### src/rtl/inst_fetch_stage.sv
// Instruction fetch stage: owns the PC, runs the req/ack handshake to instruction
// memory and holds one fetched word for the IF pipeline register.
module inst_fetch_stage #(
    parameter logic [31:0] RESET_PC = 32'h0000_0000,
    parameter int unsigned PC_STEP  = 4
) (
    input  logic        clk,
    input  logic        rst,
    input  logic        freeze,
    input  logic        branchTaken,
    input  logic [31:0] branchAddr,
    output logic        imemReq,
    output logic [31:0] imemAddr,
    input  logic        imemAck,
    input  logic [31:0] imemData,
    output logic [31:0] instructionOut,
    output logic [31:0] pcOut,
    output logic        validOut
);

    localparam logic [1:0] IDLE = 2'd0;
    localparam logic [1:0] BUSY = 2'd1;
    localparam logic [1:0] DROP = 2'd2;

    localparam logic [31:0] STEP = 32'(PC_STEP);

    logic [1:0]  state_reg, state_next;
    logic [31:0] pc_reg, pc_next;
    logic [31:0] instr_reg, instr_next;
    logic [31:0] pcout_reg, pcout_next;
    logic        valid_reg, valid_next;
    logic        consume;
    logic [31:0] pc_inc;

    assign consume = valid_reg & ~freeze;
    assign pc_inc  = pc_reg + STEP;

    always_comb begin
        state_next = state_reg;
        pc_next    = pc_reg;
        instr_next = instr_reg;
        pcout_next = pcout_reg;
        valid_next = valid_reg;

        if (consume) begin
            valid_next = 1'b0;
            instr_next = 32'h0;
            pcout_next = 32'h0;
        end

        case (state_reg)
            IDLE: begin
                // Issue only when the buffer is empty or drains on this edge
                if (branchTaken) begin
                    pc_next = branchAddr;
                end else if (~valid_reg | ~freeze) begin
                    state_next = BUSY;
                end
            end
            BUSY: begin
                if (branchTaken) begin
                    pc_next    = branchAddr;
                    state_next = imemAck ? IDLE : DROP;
                end else if (imemAck) begin
                    valid_next = 1'b1;
                    instr_next = imemData;
                    pcout_next = pc_inc;
                    pc_next    = pc_inc;
                    state_next = IDLE;
                end
            end
            DROP: begin
                // The outstanding ack belongs to a squashed fetch; its data is discarded
                if (branchTaken) begin
                    pc_next = branchAddr;
                end
                if (imemAck) begin
                    state_next = IDLE;
                end
            end
            default: state_next = IDLE;
        endcase

        if (branchTaken) begin
            valid_next = 1'b0;
            instr_next = 32'h0;
            pcout_next = 32'h0;
        end
    end

    always_ff @(posedge clk or negedge rst) begin
        if (!rst) begin
            state_reg <= IDLE;
            pc_reg    <= RESET_PC;
            instr_reg <= 32'h0;
            pcout_reg <= 32'h0;
            valid_reg <= 1'b0;
        end else begin
            state_reg <= state_next;
            pc_reg    <= pc_next;
            instr_reg <= instr_next;
            pcout_reg <= pcout_next;
            valid_reg <= valid_next;
        end
    end

    assign imemReq        = (state_reg != IDLE);
    assign imemAddr       = pc_reg;
    assign instructionOut = instr_reg;
    assign pcOut          = pcout_reg;
    assign validOut       = valid_reg;

endmodule

### config.mk
export PLATFORM = sky130hd
export DESIGN_NAME = inst_fetch_stage
export DESIGN_NICKNAME = d
export VERILOG_FILES = /design/src/rtl/inst_fetch_stage.sv
export SDC_FILE = /design/constraint.sdc
export NUM_CORES = 1
export LEC_CHECK = 0
export ABC_CLOCK_PERIOD_IN_PS = 4400
export BUFFER_PORTS_ARGS = -buffer_cell sky130_fd_sc_hd__buf_2
export CAP_MARGIN = 10
export CORE_ASPECT_RATIO = 1.5
export CORE_UTILIZATION = 40
export DETAILED_ROUTE_END_ITERATION = 7
export MAX_ROUTING_LAYER = met4
export PLACE_DENSITY = 0.63
export SLEW_MARGIN = 30
export SYNTH_ARGS = -nofsm -noshare
export SYNTH_HDL_FRONTEND = slang
export SYNTH_SLANG_ARGS = --single-unit
### constraint.sdc
create_clock -name clk -period 4.4 [get_ports clk]
set_input_delay 0.44 -clock clk [delete_from_list [all_inputs] [get_ports clk]]
set_output_delay 0.44 -clock clk [all_outputs]
set_load 0.1 [all_outputs]
==> flow_summary.toml <==
[synthesis]
ys_seq_area_frac = 0.5201
synth_largest_area_cell = "dfrtp_1"
syn-cell-area_mm2 = 0.004763
postSynthAreaPerCell_um2 = 10.05
ys.warnings.count = 0
yosys.area.top_type_share = 0.5201
synthTopCellsByCount = "99 x dfrtp_1, 61 x nor2_1, 45 x a22oi_1, 32 x nand2_1, 31 x clkbuf_1"
synthArstFlopShare = 1.000
synth_cell_type_count = 57
synth_most_common_cell = "dfrtp_1"
syn-num-nets = 544
ys_ff_latch = 99
synth_enable_flop_cells = 0
syn_inst = 474
synth-main-ff-cell = "dfrtp_1"
synth_area_leaders = "dfrtp_1 52%, a22oi_1 7.1%, nor2_1 4.8%"

[sta]
timing.setup.tns_ns = 0
setup_slack_ns = 1.796
fmax_mhz = 384.1
period_share = 0.5917
clock_skew_ns = 0.006845
maxSlewHeadroom = 0.4568
setup_violations = 0
rsz0062_at_grt = "no"
worst_pin_slew_ns = 0.8148
finalMaxSlewViolations = 0
min_period_ns = 2.604
hold_viol = 0

[worst_setup_path]
cp_slowest_cell = "or4_4"
crit_fanout = 7
crit_chain = "ha_1 > nand3_1 > or2_2 > or4_4 > a21o_1 > a221o_1"
slowest_delay_ns = 0.55
critical_path_arrival_ns = 2.84
setup.worst_path.start_class = "register"
end_kind = "register"
path_class = "register to register"
crit_required_ns = 4.63

[place]
dp_hpwl_mm = 9.990
dp.cells = 764
portBuffers = 166
post-place-ws_ns = 1.790
gp_congestion = 0.9594
dpl_cell_area_mm2 = 0.005737

[final_layout]
register_area_mm2 = 0.002477
antenna_cells = 0
multi_input_area_mm2 = 0.002156
final_layout_size_suffix_gt1_frac = 0.3349
fillCellCount = 1122
fin_area_mm2 = 0.006027
final_util = 0.5227
instances_no_fill = 780
finalNetCount = 695
syn_to_final_growth_pct = 26.53

[floorplan]
die_w_um = 91.10
io_pins = 167
start_util = 0.4131
die_y_um = 135.7
die_area_mm2 = 0.01236
core_area_mm2 = 0.01153
fp-row-count = 48

[detailed_routing]
wl_per_cell_um = 18.08
first_pass_iters = 5
drt_iter0_drc = 244
via_per_inst = 5.646
drc_errors = 0
ant_nets = 0
dr_total_vias = 4404
postRouteWirelength_mm = 14.11

[global_routing]
overflow = 0
antenna_found_initial = 0
grt_pass1_wl_mm = 22.44
grt_pass1_vias = 4325
grt_use_total = 0.2420
grt_max_degree = 59

[min_path]
hold_path.class = "input port to asynchronous set/reset pin"

[pwr]
p_per_area_mw_per_mm2 = 489.0
ir_drop_uv = 194.9
p_leak_uw = 0.002931

[clock_network]
cts_buffers = 9
root_buffer = "clkbuf_16"
h-tree-depth = 3
clock-sinks = 99
clock_insertion_delay_worst_skew_ns = 0.35
cts_tree = "yes"
cts.clk_slew.worst_paths_ns = 0.07
cts_resized = 0
cts_setup_buffers = 0
cts_buffer_depth = 2
postCtsHoldBufs = 0

[run_status]
outcome = "complete, no violations"

[job]
cap_violations = 0
[cells in the final DEF (no fill, tap or decap), types with 7 or more instances in the layout]
cell type	synthesis	routed
buf_2	2	165
dfrtp_1	99	99
nor2_1	61	60
a22oi_1	45	45
nand2_1	32	32
xnor2_1	19	19
nand3_1	18	18
a22o_1	18	18
a21oi_1	19	18
o21ai_0	13	13
buf_4	1	10
nand4_1	9	9
clkbuf_16	0	9
and3_1	8	8
nor3_1	7	7
[cell families after synthesis]
family,count (synthesis),synth area share
compound gates,137,0.2112
xor+xnor,25,0.04597
fa+ha+maj,1,0.002626
buf+inv,39,0.03362
flops,99,0.5201
mux,5,0.01129
simple gates,168,0.1752
[area by class of cell]
cell class                 instances  area share
clock buffer                      11     0.04193
clock inverter                     5    0.006228
inverter                           4    0.002491
multi-input combinational        336      0.3577
sequential                        99      0.4110
tap                              150     0.03114
timing repair buffer             175      0.1495
[layer usage]
metal | wire length [um] | vias to the layer above | global-route usage
li1 | - | 2057 | -
met1 | 5704 | 2154 | 0.2845
met2 | 7350 | 178 | 0.4171
met3 | 839 | 15 | 0.05107
met4 | 210 | 0 | 0.07231
met5 | 0 | - | -
[per-stage QoR]
stage,power (uW),hold slack [ns]
after floorplan,1961,0.1444
after global placement,2187,0.4702
after detailed placement,2198,0.4850
after CTS,2969,0.1709
after global routing,3065,0.1993
final,2947,0.1358
[power breakdown]
group / internal (uW) / switching, uW
sequential: 993 / 119
combinational: 207 / 863
clock: 415 / 350
total: 1620 / 1330
[critical path, delay by kind of cell, from the launching register on]
kind	cells	cell delay, ns
AND/OR/NAND/NOR	3	1.27
AO/OA/AOI/OAI	2	0.45
adder cells (fa/ha/maj)	1	0.29
flip-flops	1	0.46
[path summary, 6_finish.rpt]
check / slack, ns / endpoint / depth (start not counted) / startpoint
setup / recovery: 1.80 / imemAddr[24] / 6 / imemAddr[2]
hold / removal: 0.14 / pcOut[23] / 1 / rst
setup reg to reg: 1.80 / imemAddr[24] / 6 / imemAddr[2]
hold reg to reg: 0.50 / pcOut[16] / 1 / pcOut[16]
max in group asynchronous: 3.22 / pcOut[0] / 2 / rst
min in group clk: 0.27 / state_reg[1] / 2 / imemAck
No activity file was read; power rests on OpenSTA's default activity.
